===== config.mk =====
export PLATFORM = sky130hd
export DESIGN_NAME = rtlfuzz_commit_monitor
export DESIGN_NICKNAME = d
export VERILOG_FILES = /design/src/rtl/rtlfuzz_pkg.sv /design/src/rtl/uart_rx_8n1.sv /design/src/rtl/rtlfuzz_commit_monitor.sv
export SDC_FILE = /design/constraint.sdc
export NUM_CORES = 1
export LEC_CHECK = 0
export ABC_CLOCK_PERIOD_IN_PS = 5050
export CAP_MARGIN = 0
export CORE_MARGIN = 1.5
export CORE_UTILIZATION = 40
export CTS_CLUSTER_DIAMETER = 50
export DETAILED_ROUTE_END_ITERATION = 10
export DONT_BUFFER_PORTS = 1
export GPL_TIMING_DRIVEN = 0
export PLACE_DENSITY_LB_ADDON = 0.05
export SYNTH_ARGS = -nofsm -noshare
export SYNTH_HDL_FRONTEND = slang
export SYNTH_HIERARCHICAL = 1
export SYNTH_SLANG_ARGS = --single-unit

===== constraint.sdc =====
create_clock -name clock -period 5.05 [get_ports clock]
set_input_delay 1.2625 -clock clock [delete_from_list [all_inputs] [get_ports clock]]
set_output_delay 1.2625 -clock clock [all_outputs]
set_load 0.02 [all_outputs]

===== src/rtl/rtlfuzz_pkg.sv =====
// rtlfuzz_pkg: shared constants and UART state type for the commit monitor
package rtlfuzz_pkg;
    localparam logic [6:0]  OPC_SYSTEM   = 7'h73;
    localparam logic [11:0] CSR_MSTATUS  = 12'h300;
    localparam logic [31:0] FINISH_JSELF = 32'h0000006f;
    typedef enum logic [1:0] {IDLE, START, DATA, STOP} uart_state_e;
endpackage


===== src/rtl/uart_rx_8n1.sv =====
// uart_rx_8n1: 8N1 LSB-first receiver (clk_i, rst_ni, rx_i -> data_o, valid_o, err_o strobes)
module uart_rx_8n1 import rtlfuzz_pkg::*; #(
    parameter int DIV = 16
) (
    input  logic       clk_i,
    input  logic       rst_ni,
    input  logic       rx_i,
    output logic [7:0] data_o,
    output logic       valid_o,
    output logic       err_o
);
    localparam int CW = $clog2(DIV + 1);
    uart_state_e   state_q;
    logic [2:0]    sync_q;
    logic [CW-1:0] cnt_q;
    logic [2:0]    bit_q;
    logic [7:0]    shift_q;
    logic          rx_s;
    assign rx_s = sync_q[1];
    always_ff @(posedge clk_i or negedge rst_ni) begin
        if (!rst_ni) begin
            state_q <= IDLE;
            sync_q  <= '1;
            cnt_q   <= '0;
            bit_q   <= '0;
            shift_q <= '0;
            data_o  <= '0;
            valid_o <= 1'b0;
            err_o   <= 1'b0;
        end else begin
            sync_q  <= {sync_q[1:0], rx_i};
            valid_o <= 1'b0;
            err_o   <= 1'b0;
            cnt_q   <= (cnt_q != '0) ? cnt_q - 1'b1 : cnt_q;
            case (state_q)
                IDLE: if (sync_q[2] && !rx_s) begin
                    state_q <= START;
                    cnt_q   <= CW'(DIV / 2 - 1);
                end
                START: if (cnt_q == '0) begin
                    state_q <= rx_s ? IDLE : DATA;
                    cnt_q   <= CW'(DIV - 1);
                    bit_q   <= '0;
                end
                DATA: if (cnt_q == '0) begin
                    shift_q[bit_q] <= rx_s;
                    cnt_q          <= CW'(DIV - 1);
                    bit_q          <= bit_q + 1'b1;
                    state_q        <= (bit_q == 3'd7) ? STOP : DATA;
                end
                STOP: if (cnt_q == '0) begin
                    valid_o <= rx_s;
                    err_o   <= !rx_s;
                    data_o  <= rx_s ? shift_q : data_o;
                    state_q <= IDLE;
                end
                default: state_q <= IDLE;
            endcase
        end
    end
endmodule


===== src/rtl/rtlfuzz_commit_monitor.sv =====
// rtlfuzz_commit_monitor: retirement-trace monitor (finish/mstatus/commit_count) plus console UART receiver
module rtlfuzz_commit_monitor import rtlfuzz_pkg::*; #(
    parameter logic [31:0] FINISH_INSN = FINISH_JSELF,
    parameter int          HARTID_W    = 1,
    parameter int          CLK_HZ      = 100_000_000,
    parameter int          BAUD        = 115200
) (
    input  logic                clock,
    input  logic                reset,
    input  logic                valid,
    input  logic [HARTID_W-1:0] hartid,
    input  logic [39:0]         pc,
    input  logic [31:0]         inst,
    input  logic [63:0]         wdata,
    output logic [63:0]         mstatus,
    output logic                finish,
    output logic [63:0]         commit_count,
    input  logic                uart_srx,
    output logic                uart_stx,
    output logic [7:0]          rx_data,
    output logic                rx_valid,
    output logic                rx_err
);
    localparam int DIV = CLK_HZ / BAUD;
    logic csr_rd;
    logic unused_trace;
    assign unused_trace = ^{hartid, pc};
    // funct3 in {1,2,3,5,6,7} is exactly funct3[1:0] != 0
    assign csr_rd = inst[6:0] == OPC_SYSTEM && inst[13:12] != 2'b00 &&
                    inst[31:20] == CSR_MSTATUS && inst[11:7] != 5'd0;
    always_ff @(posedge clock or negedge reset) begin
        if (!reset) begin
            mstatus      <= '0;
            finish       <= 1'b0;
            commit_count <= '0;
            uart_stx     <= 1'b1;
        end else begin
            uart_stx <= 1'b1;
            if (valid) begin
                commit_count <= commit_count + 64'd1;
                finish       <= finish || inst == FINISH_INSN;
                mstatus      <= csr_rd ? wdata : mstatus;
            end
        end
    end
    uart_rx_8n1 #(.DIV(DIV)) u_rx (
        .clk_i   (clock),
        .rst_ni  (reset),
        .rx_i    (uart_srx),
        .data_o  (rx_data),
        .valid_o (rx_valid),
        .err_o   (rx_err)
    );
endmodule


; ---- Word level (Yosys, flattened, before mapping)
; Index checks and enable logic that the tools add are counted.
[op_classes]
n_reduce_logical = 19
eq_ne = 11
n_mux = 21
n_addsub = 3
order_cmp = 2
[ops]
columns = cell, count
row1 = $add A64 B1 Y64 const B, 1
row2 = $eq A32 B7 Y1 const B, 1
row3 = $mux W10, 3
row4 = $pmux W10 S2, 1
row5 = $eq A12 B10 Y1 const B, 1
row6 = $logic_not A10 Y1, 1
row7 = $mux W2, 5
row8 = $reduce_bool A10 Y1, 1
row9 = $sub A10 B1 Y10 const B, 1
row10 = $bwmux W8, 1
row11 = $ne A2 B1 Y1 const B, 4
row12 = $pmux W2 S4, 1
row13 = $eq A7 B7 Y1 const B, 1
row14 = $mux W1, 6
row15 = $mux W3, 2
row16 = $pmux W3 S2, 1
row17 = $reduce_and A3 Y1, 2
row18 = $logic_and A1 B1 Y1, 5
row19 = $reduce_bool A5 Y1, 1
row20 = $eq A2 B2 Y1 const B, 2
row21 = $lt A3 B4 Y1 const B, 1
row22 = $reduce_and A2 Y1, 2
row23 = $reduce_and A4 Y1, 1
row24 = $reduce_bool A2 Y1, 2
row25 = other kinds (9), 9
[totals]
regBits = 165
out_inout_bits = 140
inputBits = 141
wordCells = 67

; ---- Longest topological paths before layout
; Gate-level depths: netlist of run 1.
[depth]
word_depth = 5
mapped_depth = 11
ltp_nobuf = 8

; ---- Hierarchy
; Netlist of run 1, hierarchy kept.
[modules_own_cells]
columns = module, area_per_inst_um2, seq_area_each_um2, instances, cells_each
row1 = rtlfuzz_commit_monitor, 5501.5, 3228.1, 1, 422
row2 = uart_rx_8n1, 1811.7, 904.6, 1, 159

; ---- Worst setup path after synthesis of run 1
; No wires, ideal clock.
[synth_path]
path_kind = input-to-reg
start = input inst[22]
end = register mstatus[49]
n_path_buf = 1
path_stages = 5
required_ps = 4925
t_arrival_ps = 2880
setup_slack_ps = 2045
path_cell_list = nor4_1 nand4_1 nor4_4 buf_6 mux2_2
[synth_between]
elab_chain_cells = 4
[synth_lines]
columns = element, line
row1 = start: declaration, rtlfuzz_commit_monitor.sv:13  ; input logic [31:0] inst,
row2 = $eq A12 B10 Y1, rtlfuzz_commit_monitor.sv:30  ; inst[31:20] == CSR_MSTATUS && inst[11:7] != 5'd0;
row3 = $logic_and A1 B1 Y1, rtlfuzz_commit_monitor.sv:29  ; assign csr_rd = inst[6:0] == OPC_SYSTEM && inst[13:12] != 2'b00 &&
row4 = $logic_and A1 B1 Y1, rtlfuzz_commit_monitor.sv:30
row5 = $reduce_and A2 Y1 (no line), --
row6 = end signal: assignment, rtlfuzz_commit_monitor.sv:42  ; mstatus <= csr_rd ? wdata : mstatus;
row7 = end: declaration, rtlfuzz_commit_monitor.sv:15  ; output logic [63:0] mstatus,
; Every way passes these cells.
; A chain may end at the register's enable or synchronous reset.

; ---- Worst setup path after layout of run 1
[layout_path]
start = input inst[22]
end = register mstatus[7]
; The elaborated chain is that of the path after synthesis.

==> results of run 1 <==
registers in the layout, summed over array words and instances, names as in the netlist, named ones only:
register,flops
commit_count,64
finish,1
mstatus,64
u_rx/bit_q,3
u_rx/cnt_q,10
u_rx/data_o,8
u_rx/err_o,1
u_rx/shift_q,8
u_rx/state_q,1
u_rx/sync_q,3
u_rx/valid_o,1
synth_stat cells (all sizes together) (4+ instances only):
library cell,n
and2,4
a211oi,6
buf,12
nor4b,4
mux2,81
nor2,26
clkbuf,6
nand2,34
ha,10
and3,15
a21oi,6
nor3,19
inv,18
nand3,23
nand4,22
dfrtp,162
or4,5
xor2,28
nor4,17
and4,6
xnor2,37
path summary, 6_finish.rpt:
kind	startpoint	endpoint	slack [ps]	cells past startpoint
worst max-delay path	inst[22]	mstatus[7]$_DFFE_PN0P_	2020	5
worst min-delay path	u_rx/sync_q[0]$_DFF_PN1_	u_rx/sync_q[1]$_DFF_PN1_	350	0
worst max register to register	commit_count[0]$_DFFE_PN0P_	commit_count[55]$_DFFE_PN0P_	2610	5
worst min register to register	u_rx/sync_q[0]$_DFF_PN1_	u_rx/sync_q[1]$_DFF_PN1_	350	0
max in group asynchronous	reset	u_rx/sync_q[0]$_DFF_PN1_	4230	0
min in group asynchronous	reset	mstatus[45]$_DFFE_PN0P_	540	0
worst reg2reg max path: stages, from the launching register on:
cell and delay (ps):
dfrtp_1 540, nand4_1 320, nor4_1 520, nand4_1 410, nor4_1 400, xor2_1 180
metal layers:
layer  vias to the layer above  part of all wire [%]  track usage (%)
met5                         -                  0.17                0
met2                       139                    52             29.1
met4                         4                  0.96             5.26
met1                      2337                    40             20.9
li1                       2114                     -                -
met3                        13                   6.8             6.86
per-stage QoR:
stage          total power [mW]  area, um^2  hold WS [ps]
6_report                   3.37        8200           348
5_1_grt                    3.56        8200           358
4_1_cts                    3.42        8200           353
3_5_place_dp               2.06        7600           347
3_3_place_gp               2.05        7600           348
2_1_floorplan              1.93        7310           345
power by group through the flow:
stage,registers (mW),clock network [mW],logic [mW]
after floorplan,1.54,0,0.388
after global placement,1.57,0,0.473
final,1.55,1.33,0.484
after detailed placement,1.58,0,0.484
after global routing,1.57,1.43,0.553
after CTS,1.56,1.37,0.488
final cells by class:
cell class / instances / area [um^2] / area share [%]
plain buffers: 18 / 135 / 1.65
clock buffers: 19 / 443 / 5.40
clock inverters: 10 / 156 / 1.91
inverters: 18 / 67.6 / 0.824
multi-input cells: 380 / 2980 / 36.3
flip-flops and latches: 165 / 4130 / 50.4
well taps: 229 / 287 / 3.49
kinds of logic (layout without fill, tap and decap cells):
logic type                 Yosys count  after routing  share of synthesized area [%]
buffers and inverters               36             65                           2.77
adders and majority gates           10             10                           1.71
muxes                               82             82                           12.6
other                                1              1                         0.0513
and+or+nand+nor                    187            187                           15.2
DFF                                165            165                           56.5
xor gates and xnor gates            65             65                           7.78
AOI/OAI and AO/OA                   35             35                           3.40
==> results.md, run 1 <==
- Status: finished, final reports clean
- Final WL: 16.1 mm
- CP required: ~5300 ps
- Largest area contributor in the netlist: dfrtp_1
- CTS Sinks: 165
- Slew Limit Fails: 0
- Largest delay share family, worst path: simple AND/OR/NAND/NOR gates
- Sequential share of power: 46.1%
- Clock Tree Root: clkbuf_16
- Pint: around 2.4 mW
- Final Hold Vio Count: 0
- Post-CTS Setup Bufs: 0
- DIE WIDTH: 138 um
- Gate count of the mapped netlist: roughly 580
- Area Overhead vs Synth: 12.1%
- Most frequent cells in the layout: dfrtp_1, mux2_2, xnor2_1, nand2_1, xor2_1
- Total grt overflow: 0
- WL/cell: 19.2 um
- Power Density: 411 nW/um^2
- Fill cell count: 1656
- Worst skew pair latency: 410 ps
- Final ANT Viol Nets: 0
- Dpl hpwl: 11.8 mm
- CP Buf/Inv Count: 1
- DRC errors left: 0
- Synth area leaders: dfrtp_1, mux2_2, xnor2_1
- Static leakage: around 3.9 nW
- Relative slew slack: 32.0%
- Switching part of the total: a little over a quarter
- Number of gates resized after CTS: 0
- Share of the synthesized area in the top cell type: ~55%
- Largest net degree at the start of global routing: 166
- I/O pins: 281
- Post-layout util: 45.6%
- Initial core utilization: 40.7%
- Syn_nets: 732
- Max rail drop VDD: 0.244 mV
- Core area: 18000 um^2
- Synth warn: 6
- Setup crit end kind: flop
- Placed insts: 810
- Period minus WS final: 3030 ps
- Combinational share of power: 14.4%
- EDFF count, synth: 0
- Synthesized area per cell: 12.6 um^2
- DR vias: 4607
- Crit-path max FO: 10
- Setup slack after layout: roughly 2000 ps
- Sequential fraction of the synthesis area: 56.5%
- Final std cells w/o fill: 839
- Netlist cell types: 58
- Total Routing Usage GR: 17.5%
- Final clock skew: 11.8 ps
- # nets final: 751
- Final Setup Violations: 0
- RD Place Congestion: 0.798
- Die ar.: 19100 um^2
- Critical Path AT: 3320 ps
- CTS Hold Bufs: 0
- Vias/cell: 5.49
- First-pass GRT wire length: 26.7 mm
- Unrepaired setup endpoints after global routing: no
- Worst min-delay path class: flop to flop
- Clock buffer count from CTS: 17
- Clock transition at the registers of the reported paths: 60 ps
- Pre-CTS setup slack: about 1600 ps
- CTS tree: yes
- Vias in the first global route: 4849
- Total negative slack: 0 ps
- Drt pass-1 iters: 4
- Layout cells sized above 1: 20.8%
- Fmax: 330 MHz
- Asr flop ratio synth: 100%
- Diode count: 0
- MaxCap Viol Count: 0
- Worst-margin pin slew: 1010 ps
- Synth Register Bits: 165
- Most common cell after layout, fill and taps aside: dfrtp_1
- Switch Pwr: 0.927 mW
- # rows: just under 50
- CTS max path bufs: 2
- Critical-path top delay cell: nor4_4
- PortBufs: 0
- Synthesized area: around 7300 um^2
- Fraction of the cycle the final worst path needs: 60.0%
- CP peak stage delay: 950 ps
- Initial antenna violation count: 2
- Critical Path Start Type: input pin
- Die Height: 138 um
- Clock power frac: 39.5%
- H-Tree Level Count: 4
- Initial drt markers: 160
- Crit-path cells: nor4_1 -> nand4_1 -> nor4_4 -> buf_6 -> mux2_2
- Crit Path Class: input pin to flop
- Predominant post-synthesis flop cell: dfrtp_1
(Power assumes the default switching activity.)
==> run 2, diff against run 1 <==
--- a/config.mk
+++ b/config.mk
@@ -5,7 +5,7 @@
 export SDC_FILE = /design/constraint.sdc
 export NUM_CORES = 1
 export LEC_CHECK = 0
-export ABC_CLOCK_PERIOD_IN_PS = 5050
+export ABC_CLOCK_PERIOD_IN_PS = 2500
 export CAP_MARGIN = 0
 export CORE_MARGIN = 1.5
 export CORE_UTILIZATION = 40
==> constraint.sdc (replaced) <==
create_clock -name clock -period 2.5 [get_ports clock]
set_input_delay 0.625 -clock clock [delete_from_list [all_inputs] [get_ports clock]]
set_output_delay 0.625 -clock clock [all_outputs]
set_load 0.02 [all_outputs]
==> run 2 against run 1 <==
The run now ends with hold timing left. Non-clock buffer count is 5 higher. Die area unchanged. Total power rose by 100%. Cell count rose by 0.60%. Combinational power rose by 100%. Sequential share of layout area is 0.37 points lower. Critical endpoint is now commit_count[52]$_DFFE_PN0P_. Core utilization is 0.36 points higher. Clock-buffer cell count did not move. Final area is 0.79% higher.
==> results.md, run 2 (same netlist as run 1, synthesis figures left out) <==
- Relative slew slack: 50.8% (+19 points)
- Clock power frac: 39.5% (about the same)
- Clock Tree Root: clkbuf_16
- Vias in the first global route: 4857 (+0.16%)
- Status: finished with violations
- CP required: 2840 ps (-2500 ps)
- Fraction of the cycle the final worst path needs: around nine tenths
- Total Routing Usage GR: 17.5% (unchanged)
- CTS tree: yes
- Period minus WS final: 2290 ps
- Initial antenna violation count: 2 (unchanged)
- Diode count: 0 (unchanged)
- Failing checks: hold timing
- Drt pass-1 iters: 4 (unchanged)
- Fmax: 436 MHz
- DIE WIDTH: 138 um (unchanged)
- Area Overhead vs Synth: 13.0%
- Die Height: 138 um (unchanged)
- Pre-CTS setup slack: -362 ps (-1910 ps)
- Layout cells sized above 1: 22.4% (+1.6 points)
- Fill cell count: 1655 (-0.060%)
- CP peak stage delay: 590 ps (-360 ps)
- Unrepaired setup endpoints after global routing: no
- PnR Total Power: 6.83 mW (+100%)
- I/O pins: 281 (unchanged)
- Most common cell after layout, fill and taps aside: dfrtp_1
- Clock transition at the registers of the reported paths: 60 ps (about the same)
- Critical Path AT: 2630 ps (-690 ps)
- Regs by FF count: commit_count: 64 flops, mstatus: 64 flops, u_rx/cnt_q: 10 flops
- Hold WS: -95.4 ps (-443 ps)
- Vias/cell: 5.47 (-0.36%)
- Crit Path Class: flop to flop
- # nets final: 756 (+0.67%)
- Placed insts: 810 (unchanged)
- CTS max path bufs: 2 (unchanged)
- MaxCap Viol Count: 0 (unchanged)
- Final Hold Vio Count: 162 (+162)
- Total grt overflow: 0 (unchanged)
- CTS Sinks: 165 (unchanged)
- Die ar.: 19100 um^2 (unchanged)
- DR vias: 4618 (+0.24%)
- Critical-path top delay cell: or4_4
- Largest delay share family, worst path: simple AND/OR/NAND/NOR gates
- Worst skew pair latency: 420 ps (about the same)
- Worst-margin pin slew: 734 ps (-279 ps)
- H-Tree Level Count: 4 (unchanged)
- Power Density: 826 nW/um^2 (+100%)
- WL/cell: 19.2 um (-0.26%)
- Crit-path max FO: 5 (-5)
- Setup slack after layout: 206 ps (-1810 ps)
- Setup crit end kind: flop
- Dpl hpwl: 11.8 mm (unchanged)
- PortBufs: 0 (unchanged)
- Clock buffer count from CTS: 17 (unchanged)
- Total negative slack: 0 ps (unchanged)
- Switching part of the total: 27.6% (+0.10 points)
- Final Setup Violations: 0 (unchanged)
- Initial drt markers: 165 (+3.1%)
- Switch Pwr: 1.88 mW (+100%)
- # rows: 49 (unchanged)
- Crit-path cells: nand3_1 -> or4_4 -> or3_4 -> nor4_4 -> xor2_1
- Slew Limit Fails: 0 (unchanged)
- Largest net degree at the start of global routing: 166 (unchanged)
- Most frequent cells in the layout: dfrtp_1, mux2_2, xnor2_1, nand2_1, xor2_1
- Core area: 18000 um^2 (unchanged)
- Sequential share of power: 46.1% (about the same)
- CP Buf/Inv Count: 0 (-1)
- Pint: 4.94 mW (+100%)
- DRC errors left: 0 (unchanged)
- Final clock skew: 10.8 ps (-0.951 ps)
- RD Place Congestion: 0.798 (unchanged)
- Critical Path Start Type: flop
- Initial core utilization: 40.7% (unchanged)
- Final std cells w/o fill: 844 (+0.60%)
- Final ANT Viol Nets: 0 (unchanged)
- Worst min-delay path class: input pin to async pin
- Final WL: 16.2 mm (+0.33%)
- Static leakage: 3.94 nW (+0.90%)
- Combinational share of power: 14.4% (about the same)
- Max rail drop VDD: 0.494 mV (+100%)
- First-pass GRT wire length: 26.8 mm (about the same)
==> run 2: cell count changes in the layout (fill, tap and decap cells not counted), moves of 2 or more <==
cell	delta
buf_4	+6
clkbuf_1	-2
dfrtp_1	-2
dfrtp_2	+2
==> run 2: power groups by stage <==
stage | clock network, mW | registers (mW) | logic [mW]
after global routing | 2.90 | 3.18 | 1.12
after detailed placement | 0 | 3.19 | 0.979
final | 2.70 | 3.15 | 0.985
after global placement | 0 | 3.18 | 0.955
after floorplan | 0 | 3.12 | 0.784
after CTS | 2.77 | 3.14 | 0.987
==> run 2: what timing repair did <==
item                       4_1_cts  5_1_grt
gates resized for setup          1        6
hold endpoints to repair       162      162
setup endpoints to repair        1       76
setup buffers                    0        6
pin swaps                        0        3
cloned                           0        0
==> run 2: worst paths after layout <==
path / startpoint / end / slack, ps / cells after the start
setup / recovery: commit_count[36]$_DFFE_PN0P_ / commit_count[52]$_DFFE_PN0P_ / 210 / 5
hold / removal: reset / mstatus[45]$_DFFE_PN0P_ / -100 / 0
setup reg to reg: commit_count[36]$_DFFE_PN0P_ / commit_count[52]$_DFFE_PN0P_ / 210 / 5
hold reg to reg: u_rx/sync_q[0]$_DFF_PN1_ / u_rx/sync_q[1]$_DFF_PN1_ / 350 / 0
max in group asynchronous: reset / u_rx/sync_q[0]$_DFF_PN1_ / 2330 / 0
min in group clock: uart_srx / u_rx/sync_q[0]$_DFF_PN1_ / 210 / 0
==> run 2: through the flow <==
stage,instance area [um^2],util [%],hold WS [ps]
finish,8260,46.0,-95.4
global route,8260,46.0,-125
CTS,8210,45.7,-122
detailed placement,7600,42.3,333
global placement,7600,42.3,333
floorplan,7310,-,329
==> run 2: layout make-up <==
cell class,count,area (um^2),area share [%]
Buffer,17,133,1.60
Clock buffer,19,443,5.36
Clock inverter,10,156,1.89
Inverter,18,67.6,0.818
Multi-Input combinational cell,380,3000,36.3
Sequential cell,165,4140,50.0
Tap cell,229,287,3.47
Timing Repair Buffer,6,45.0,0.545
==> run 2: routing by layer <==
| layer | vias up | wire length [um] | GRT usage, % |
|---|---|---|---|
| met4 | 4 | 170 | 5.26 |
| met3 | 14 | 1050 | 6.89 |
| met1 | 2359 | 6580 | 20.9 |
| met2 | 120 | 8350 | 29.1 |
| li1 | 2121 | - | - |
| met5 | - | 27 | 0 |
==> run 3, diff against run 2 <==
--- a/config.mk
+++ b/config.mk
@@ -12,7 +12,6 @@
 export CTS_CLUSTER_DIAMETER = 50
 export DETAILED_ROUTE_END_ITERATION = 10
 export DONT_BUFFER_PORTS = 1
-export GPL_TIMING_DRIVEN = 0
 export PLACE_DENSITY_LB_ADDON = 0.05
 export SYNTH_ARGS = -nofsm -noshare
 export SYNTH_HDL_FRONTEND = slang
==> run 3 against run 2 <==
The flow still finishes with violations (hold timing). Clock skew fell by 0.65 ps. Setup slack better by 31 ps. Sequential power is 4% lower. Highest routed layer unchanged.
==> results.md, run 3 (same netlist as run 1, synthesis figures left out) <==
- Status: finished with violations
- Failing checks: hold timing
- Static leakage: 3.97 nW (+0.91%)
- R2r startpoint: u_rx/cnt_q[0]$_DFF_PN0_
- RD Place Congestion: 0.813 (+1.9%)
- Clock buffer count from CTS: 17 (unchanged)
- Most common cell after layout, fill and taps aside: dfrtp_1
- Worst min-delay path class: input pin to async pin
- Slew Limit Fails: 0 (unchanged)
- Met1 usage: 21.5% (+0.60 points)
- Reg2Reg Depth: 7 (+2)
- Fraction of the cycle the final worst path needs: 90.6% (-1.2 points)
- Clock transition at the registers of the reported paths: 60 ps (about the same)
- Total negative slack: 0 ps (unchanged)
- First-pass GRT wire length: 26.6 mm (-0.41%)
- Die ar.: 19100 um^2 (unchanged)
- Initial core utilization: 40.7% (unchanged)
- CP required: 2800 ps (-40 ps)
- Multi-input logic area: 2990 um^2 (-0.42%)
- Final Hold Vio Count: 162 (unchanged)
- WL/cell: 18.8 um (-1.8%)
- Final WL: 16.1 mm (-0.20%)
- # rows: 49 (unchanged)
- Crit Path Class: flop to flop
- Vias in the first global route: 4822 (-0.72%)
- Period minus WS final: 2260 ps (-30.6 ps)
- Flop2flop setup slack: 240 ps (+30 ps)
- Max rail drop VDD: 0.624 mV (+26%)
- Final Setup Violations: 0 (unchanged)
- Fill cell count: 1653 (-0.12%)
- Area Overhead vs Synth: 13.5%
- Worst-margin pin slew: 744 ps (+10.5 ps)
- Register area: 4130 um^2 (about the same)
- Regs by FF count: commit_count: 64 flops, mstatus: 64 flops, u_rx/cnt_q: 10 flops
- Hold WS: -97.5 ps (-2.14 ps)
- Critical Path Start Type: flop
- Power Density: 810 nW/um^2 (-2.0%)
- Diode count: 0 (unchanged)
- CTS tree: yes
- Initial drt markers: 186 (+13%)
- Setup crit end kind: flop
- R2r endpoint: u_rx/shift_q[4]$_DFFE_PN0P_
- Drt pass-1 iters: 4 (unchanged)
- GRT met3 Usage: 6.75% (-0.14 points)
- Largest net degree at the start of global routing: 166 (unchanged)
- Setup slack after layout: 236 ps (+30.6 ps)
- GR Util met2: 28.7% (-0.47 points)
- Total grt overflow: 0 (unchanged)
- Core area: 18000 um^2 (unchanged)
- Post-CTS Setup Bufs: 0 (unchanged)
- CTS max path bufs: 2 (unchanged)
- Total Routing Usage GR: 17.4% (-0.066 points)
- CTS Sinks: 165 (unchanged)
- Critical Path AT: 2560 ps (-70 ps)
- Final clock skew: 10.2 ps (-0.648 ps)
- Worst skew pair latency: 420 ps (about the same)
- Relative slew slack: 50.1% (-0.71 points)
- Crit-path max FO: 10 (+5)
- Unrepaired setup endpoints after global routing: no
- Pre-CTS setup slack: 88.1 ps (+450 ps)
- Final ANT Viol Nets: 0 (unchanged)
- DR vias: 4622 (+0.087%)
- Fmax: 442 MHz (+1.3%)
- Dpl hpwl: 11.8 mm (-0.12%)
- MaxCap Viol Count: 0 (unchanged)
- Vias/cell: 5.39 (-1.5%)
- DRC errors left: 0 (unchanged)
- Initial antenna violation count: 2 (unchanged)
- Die Height: 138 um (unchanged)
- Post-layout util: 46.2% (+0.22 points)
- Layout cells sized above 1: 24.0% (+1.6 points)
- # nets final: 767 (+1.5%)
- I/O pins: 281 (unchanged)
- Most frequent cells in the layout: dfrtp_1, mux2_2, xnor2_1, nand2_1, buf_4
- Clock Tree Root: clkbuf_16
- H-Tree Level Count: 4 (unchanged)
- GRT Max-Usage Layer: met2
- PortBufs: 0 (unchanged)
- DIE WIDTH: 138 um (unchanged)
==> run 3: per-layer routing <==
layer	wire, um	up-vias
met5	23	-
met4	166	4
met3	1120	14
met2	8150	123
met1	6690	2339
li1	-	2142
==> run 3: cell type report <==
class / instances / area share, %
tap: 229 / 3.45
inverter: 18 / 0.814
clock buffer: 23 / 5.64
timing repair buffer: 34 / 3.22
sequential: 165 / 49.8
clock inverter: 9 / 1.16
multi-input combinational: 380 / 35.9
==> run 3: worst max-delay path by stage <==
stage                                  from                           to  depth (start not counted)
detailed placement                 inst[22]      mstatus[12]$_DFFE_PN0P_                          5
global placement                   inst[22]      mstatus[35]$_DFFE_PN0P_                          5
floorplan                          inst[22]      mstatus[49]$_DFFE_PN0P_                          5
finish              u_rx/cnt_q[0]$_DFF_PN0_  u_rx/shift_q[4]$_DFFE_PN0P_                          7
CTS                 u_rx/cnt_q[0]$_DFF_PN0_  u_rx/shift_q[5]$_DFFE_PN0P_                          7
global route        u_rx/cnt_q[0]$_DFF_PN0_  u_rx/shift_q[4]$_DFFE_PN0P_                          7
==> run 3: what timing repair did <==
item / 4_1_cts / 5_1_grt
hold endpoints to repair: 162 / 162
resized for setup: 0 / 2
endpoints found under the setup margin: 0 / 2
==> run 3: metrics by stage <==
step | area [um^2] | power, mW | instances
6_report | 8300 | 6.73 | 858
5_1_grt | 8300 | 7.11 | 858
4_1_cts | 8300 | 6.81 | 858
3_5_place_dp | 7730 | 4.28 | 826
3_3_place_gp | 7730 | 4.23 | 826
2_1_floorplan | 7310 | 3.90 | 581
==> run 3: worst max-delay path, cell delays in order (launching register included) <==
cell and delay (ps):
dfrtp_1 420, inv_1 110, ha_1 180, nor4b_4 280, and3_2 330, inv_2 110
nor4b_1 350, mux2_2 370
==> run 3: power by group <==
| group | switching (mW) | leakage (nW) | internal [mW] |
|---|---|---|---|
| combinational | 0.690 | 1.47 | 0.506 |
| sequential | 0.190 | 2.24 | 2.84 |
| clock | 1.06 | 0.265 | 1.44 |
